==> src/rtl/tdm_demux4.sv <==
// Four-slot serial TDM demultiplexer: hunts for fsync, then assembles one W-bit
// word per slot MSB-first and presents all four words together once a full set is in.
module tdm_demux4 #(
  parameter int unsigned W = 8
) (
  input  logic         clk,
  input  logic         rst_n,
  input  logic         din,
  input  logic         din_valid,
  input  logic         fsync,
  output logic [W-1:0] ch0,
  output logic [W-1:0] ch1,
  output logic [W-1:0] ch2,
  output logic [W-1:0] ch3,
  output logic         out_valid,
  output logic         locked,
  output logic         sync_err
);

  localparam int unsigned BW    = $clog2(W);
  localparam int unsigned NSLOT = 4;

  typedef enum logic {
    HUNT   = 1'b0,
    LOCKED = 1'b1
  } state_t;

  state_t                       state, state_nxt;
  logic [1:0]                   slot, slot_nxt;
  logic [BW-1:0]                bcnt, bcnt_nxt;
  logic [NSLOT-1:0][W-1:0]      sr, sr_nxt;
  logic [NSLOT-1:0][W-1:0]      ch, ch_nxt;
  logic                         ov_nxt;
  logic                         se_nxt;

  // State register
  always_ff @(posedge clk or negedge rst_n) begin
    if (!rst_n) begin
      state <= HUNT;
    end else begin
      state <= state_nxt;
    end
  end

  // Next-state: lock on fsync, drop back to HUNT when a slot-0 beat lacks fsync
  always_comb begin
    state_nxt = state;
    if (din_valid) begin
      unique case (state)
        HUNT:    if (fsync) state_nxt = LOCKED;
        LOCKED:  if (!fsync && (slot == 2'd0)) state_nxt = HUNT;
        default: state_nxt = HUNT;
      endcase
    end
  end

  // Datapath and output next values; idle cycles hold everything and clear pulses
  always_comb begin
    slot_nxt = slot;
    bcnt_nxt = bcnt;
    sr_nxt   = sr;
    ch_nxt   = ch;
    ov_nxt   = 1'b0;
    se_nxt   = 1'b0;
    if (din_valid) begin
      unique case (state)
        HUNT: begin
          if (fsync) begin
            sr_nxt[0] = {sr[0][W-2:0], din};
            slot_nxt  = 2'd1;
            bcnt_nxt  = '0;
          end
        end
        LOCKED: begin
          if (fsync && (slot != 2'd0)) begin
            // Early frame marker: restart the word set with this beat as slot 0
            se_nxt    = 1'b1;
            sr_nxt    = '0;
            sr_nxt[0] = W'(din);
            slot_nxt  = 2'd1;
            bcnt_nxt  = '0;
          end else if (!fsync && (slot == 2'd0)) begin
            se_nxt   = 1'b1;
            slot_nxt = 2'd0;
            bcnt_nxt = '0;
          end else begin
            sr_nxt[slot] = {sr[slot][W-2:0], din};
            slot_nxt     = slot + 2'd1;
            if (slot == 2'd3) begin
              if (bcnt == BW'(W - 1)) begin
                bcnt_nxt = '0;
                ov_nxt   = 1'b1;
                ch_nxt   = sr_nxt;
              end else begin
                bcnt_nxt = bcnt + BW'(1);
              end
            end
          end
        end
        default: begin
          slot_nxt = 2'd0;
          bcnt_nxt = '0;
        end
      endcase
    end
  end

  // Datapath and output registers
  always_ff @(posedge clk or negedge rst_n) begin
    if (!rst_n) begin
      slot      <= 2'd0;
      bcnt      <= '0;
      sr        <= '0;
      ch        <= '0;
      out_valid <= 1'b0;
      sync_err  <= 1'b0;
      locked    <= 1'b0;
    end else begin
      slot      <= slot_nxt;
      bcnt      <= bcnt_nxt;
      sr        <= sr_nxt;
      ch        <= ch_nxt;
      out_valid <= ov_nxt;
      sync_err  <= se_nxt;
      locked    <= (state_nxt == LOCKED);
    end
  end

  assign ch0 = ch[0];
  assign ch1 = ch[1];
  assign ch2 = ch[2];
  assign ch3 = ch[3];

endmodule

==> config.mk <==
export PLATFORM = sky130hd
export DESIGN_NAME = tdm_demux4
export DESIGN_NICKNAME = d
export VERILOG_FILES = /design/src/rtl/tdm_demux4.sv
export SDC_FILE = /design/constraint.sdc
export NUM_CORES = 1
export LEC_CHECK = 0
export CORE_UTILIZATION = 49
export CTS_BUF_LIST = sky130_fd_sc_hd__clkbuf_8
export CTS_CLUSTER_DIAMETER = 120
export DETAILED_ROUTE_END_ITERATION = 8
export GPL_TIMING_DRIVEN = 0
export PLACE_DENSITY = 0.82
export SKIP_CTS_REPAIR_TIMING = 1
export SLEW_MARGIN = 20
export SYNTH_ARGS = -nofsm -noshare
export SYNTH_HDL_FRONTEND = slang
export SYNTH_SLANG_ARGS = --single-unit
==> constraint.sdc <==
create_clock -name clk -period 2.5 [get_ports clk]
set_clock_uncertainty 0.05 [all_clocks]
set_input_delay 0.625 -clock clk [delete_from_list [all_inputs] [get_ports clk]]
set_output_delay 0.625 -clock clk [all_outputs]
set_load 0.02 [all_outputs]
# After elaboration in Yosys (flattened, before gate mapping)
# Index checks and enable logic that the tools add are counted.
[word_totals] ff_bits=72 output_inout_bits=35
[classes] addsub=2 magnitude_cmp=2 eq_ne=6 muxes=32 bitwise=3 n_reduce_logical=11
[op_table] cell="$mux W32" count=2
[op_table] cell="$bwmux W32" count=1
[op_table] cell="$bmux W8 S2" count=1
[op_table] cell="$demux W8 S2" count=1
[op_table] cell="$mux W8" count=2
[op_table] cell="$pmux W8 S2" count=1
[op_table] cell="$mux W3" count=5
[op_table] cell="$mux W1" count=12
[op_table] cell="$reduce_and A3 Y1" count=3
[op_table] cell="$mux W7" count=1
[op_table] cell="$mux W2" count=3
[op_table] cell="$pmux W3 S2" count=1
[op_table] cell="$reduce_and A6 Y1" count=1
[op_table] cell="$ne A2 B2 Y1 const B" count=2
[op_table] cell="$ne A4 B1 Y1 const B" count=1
[op_table] cell="$pmux W2 S2" count=1
[op_table] cell="$add A3 B1 Y3 const B" count=1
[op_table] cell="$eq A3 B3 Y1 const B" count=1
[op_table] cell="$logic_and A1 B1 Y1" count=3
[op_table] cell="$lt A2 B3 Y1 const B" count=1
[op_table] cell="$ne A3 B3 Y1 const B" count=1
[op_table] cell="$not A1 Y1" count=3
[op_table] cell="$add A2 B1 Y2 const B" count=1
[op_table] cell="$eq A2 B2 Y1 const B" count=1
[op_table] cell="other kinds (6)" count=6

# Depth between registers and ports, before layout
[logic_depth] ltp_word=8 mapped_depth=11

# Least setup slack after synthesis
# Ideal clock, no wire load.
[synth_timing] path_kind="reg-to-reg" from="reg slot[0]" to="reg sr[4] (netlist name)" setup_time_ns=0.082 arrival_ns=2.092 t_required_ns=2.368 setup_slack_ns=0.276 stages_incl_launch_ff=11 n_path_buf=2 period_less_slack_ns=2.224 cell_sequence="dfrtp_1 -> buf_2 -> inv_1 -> ha_1 -> inv_1 -> ha_1 -> buf_6 -> and2b_2 -> o21ai_0 -> a311o_1 -> a31oi_1"
[synth_between] elab_chain_cells=8
[synth_rtl] item="start: declaration" line="29" text="logic [1:0] slot, slot_nxt;"
[synth_rtl] item="start signal: assignment" line="119" text="slot <= slot_nxt;"
[synth_rtl] item="$lt A2 B3 Y1 (not written as such) or $ge A2 B1 Y1 (tied branches)" line="87" text="sr_nxt[slot] = {sr[slot][W-2:0], din};"
[synth_rtl] item="$logic_and A1 B1 Y1 (not written as such)" line="87"
[synth_rtl] item="$mux W8 (not written as such)" line="87"
[synth_rtl] item="$demux W8 S2" line="87"
[synth_rtl] item="$bwmux W32" line="87"
[synth_rtl] item="$mux W32" line="82" text="end else if (!fsync && (slot == 2'd0)) begin"
[synth_rtl] item="$mux W32" line="75" text="if (fsync && (slot != 2'd0)) begin"
[synth_rtl] item="$pmux W8 S2" line="66" text="unique case (state)"
[synth_rtl] item="end signal: assignment" line="121" text="sr <= sr_nxt;"
[synth_rtl] item="end: declaration" line="31" text="logic [NSLOT-1:0][W-1:0] sr, sr_nxt;"
# Parallel ways exist; a longest one is shown, timed or not. The select of a mux whose other input is x is not followed.
# A chain may end at the register's enable or synchronous reset.

# Final worst setup path
[layout_timing] from="reg slot[0]" to="reg sr[23] (netlist name)"
[layout_between] elab_chain_cells=7
[layout_rtl] item="$lt A2 B3 Y1 (not written as such) or $ge A2 B1 Y1 (tied branches)" line="87"
[layout_rtl] item="$logic_and A1 B1 Y1 (not written as such)" line="87"
[layout_rtl] item="$mux W8 (not written as such)" line="87"
[layout_rtl] item="$demux W8 S2" line="87"
[layout_rtl] item="$bwmux W32" line="87"
[layout_rtl] item="$mux W32" line="82"
[layout_rtl] item="$mux W32" line="75"
# Parallel ways exist; a longest one is shown, timed or not. The select of a mux whose other input is x is not followed.

==> out/metrics.yaml <==
synth_edf_count: 0
fill_cells: 572
final_common_cell: "dfrtp_1"
grt_pass1_wl_um: 14800
critPathTopFamily: "compound AO/OA/AOI/OAI gates"
drive_gt1_share_pct: 14.0
setup_viol_count_final: 0
antenna_found_initial: 0
overflow: 0
synth_cells: 335
fp.dieW_um: 87.4
arrival_ps: 2680
route.detailed.drc: 0
slew_headroom_pct: 43.7
outcome: "completed"
drv_slew: 0
synth.area.top_cells: "dfrtp_1, a22o_1, o21ai_0, nand2_1, mux2i_1"
seq_area_frac_synth_pct: 49.7
crit_slowest_cell: "dfrtp_1"
tightest_slew_ps: 840
initial_core_util_pct: 51.7
cts.sinks: 71
cpPeakStageDelay_ps: 380
cts_tree: "yes"
drt_first_pass_iters: 5
antennaDiodeCount: 0
wirelength_um: 9180
coreArea_mm2: 0.00691
yosysTopAreaCell: "dfrtp_1"
synth.distinct_cells: 40
yosysTopAreaCellShare_pct: 49.7
grt_max_degree: 42
start_kind: "flop"
ys_warn_count: 0
io_pins: 40
h-tree-depth: 3
vias: 2983
most-common-layout-cells: "dfrtp_1, nand2_1, clkdlybuf4s50_1"
syn_area_mm2: 0.00357
routedWlPerCell_um: 18.8
finalCritPeriodShare_pct: 99.2
pwr_density_cell_mw_per_mm2: 1080
cts_buffers: 9
nets: 401
drt_iter0_drc: 355
fp.dieH_um: 87.4
synthArstFlopShare_pct: 100
holdWs_ps: 140
synth_seq_cells: 71
fmax_mhz: 403
ant_nets: 0
critPathRequiredTime_ps: 2700
grt_pass1_vias: 2874
power_leakage_nw: 1.83
syn_to_final_growth_pct: 22.3
crit_type: "reg -> reg"
ir_drop_v: 0.000487
rows: 30
hp-class: "in -> async"
worstSetupEndpointType: "flop"
place_area_mm2: 0.00410
total_power_mw: 4.74
path_buf_inv: 3
path_clk_slew_ps: 80
finish.instance_area_mm2: 0.00437
clk_latency_ps: 350
place_congestion: 0.954
port_buffers: 39
finalHoldViolCount: 0
die-area_mm2: 0.00764
vias_per_cell: 6.11
path_common_cell: "buf_2"
syn_avg_cell_area_um2: 10.7
max-cap-violations: 0
cts-root-buf: "clkbuf_8"
period_needed_ps: 2480
synth_nets: 349
crit_fanout: 10
crit_chain: "buf_2 > clkinvlp_4 > ha_1 > buf_2 > a21oi_1 > o21ai_1 > a22o_1"
cts_max_path_buffers: 2
grt_use_total_pct: 26.3
hpwl_um: 6260
synth_ff_type: "dfrtp_1"
-- layer usage --
layer  part of all wire (%)  global-route usage [%]  vias up
li1                       -                       -     1346
met1                     42                    34.9     1451
met2                     47                    41.8      154
met3                    7.9                    5.12       32
met4                    3.1                    11.6        0
met5                      0                       0        -
-- report_power, final --
group / switching [mW] / internal, mW
clock: 0.440 / 0.585
combinational: 1.26 / 0.832
sequential: 0.234 / 1.39
-- worst paths after layout --
check / startpoint / endpoint / slack, ps / depth (start not counted)
worst min-delay path: rst_n / bcnt[0] / 140 / 1
worst min register to register: ch3[4] / ch3[4] / 420 / 2
worst max-delay path: slot[0] / sr[23] / 20 / 7
min in group clk: ch3[4] / ch3[4] / 420 / 2
worst max register to register: slot[0] / sr[23] / 20 / 7
max in group asynchronous: rst_n / sr[26] / 1710 / 2
-- final cells by class --
cell class	count	area (um2)	share of cell area [%]
well taps	96	120	2.75
clock buffers	10	138	3.15
inverters	6	30.0	0.687
flip-flops and latches	71	1780	40.7
repair buffers	41	415	9.51
multi-input cells	239	1670	38.3
plain buffers	19	131	3.01
clock inverters	6	85.1	1.95
-- cell usage after synthesis (4+ instances only) --
master    count
mux2i_1      14
nand3_1       7
buf_2         4
clkbuf_1      8
a31oi_1       7
nand3b_1     12
a21oi_1       8
o211ai_1     18
inv_1         6
o21ai_1       4
buf_6         5
a22o_1       26
dfrtp_1      71
o21a_1        7
o21ai_0      31
mux2_2        6
nand2_1      41
ha_1          9
nor2_1       17
-- registers in the layout, summed over array words and instances (netlist names) --
register,flops
sync_err,1
out_valid,1
sr,31
ch3,8
locked,1
ch1,8
slot,2
bcnt,3
ch0,8
ch2,8
-- metrics by stage --
step                      utilization [%]  setup WS, ps  setup TNS (ps)  instances
after floorplan                         -           276               0        335
after global placement               59.1         -1570         -118130        470
after detailed placement             59.4          -381           -9610        471
after CTS                            62.6          -292           -3190        487
after global routing                 63.2         -75.1            -358        488
final                                63.2          21.0               0        488
-- kinds of logic (layout without fill, tap and decap cells) --
group / Yosys count / after routing / synth area share, %
muxes: 22 / 22 / 6.86
DFF: 71 / 71 / 49.7
and+or+nand+nor: 94 / 94 / 13.9
buffers and inverters: 25 / 82 / 4.27
AOI/OAI and AO/OA: 114 / 114 / 22.1
adders and majority gates: 9 / 9 / 3.15
No activity file was read; power rests on OpenSTA's default activity.
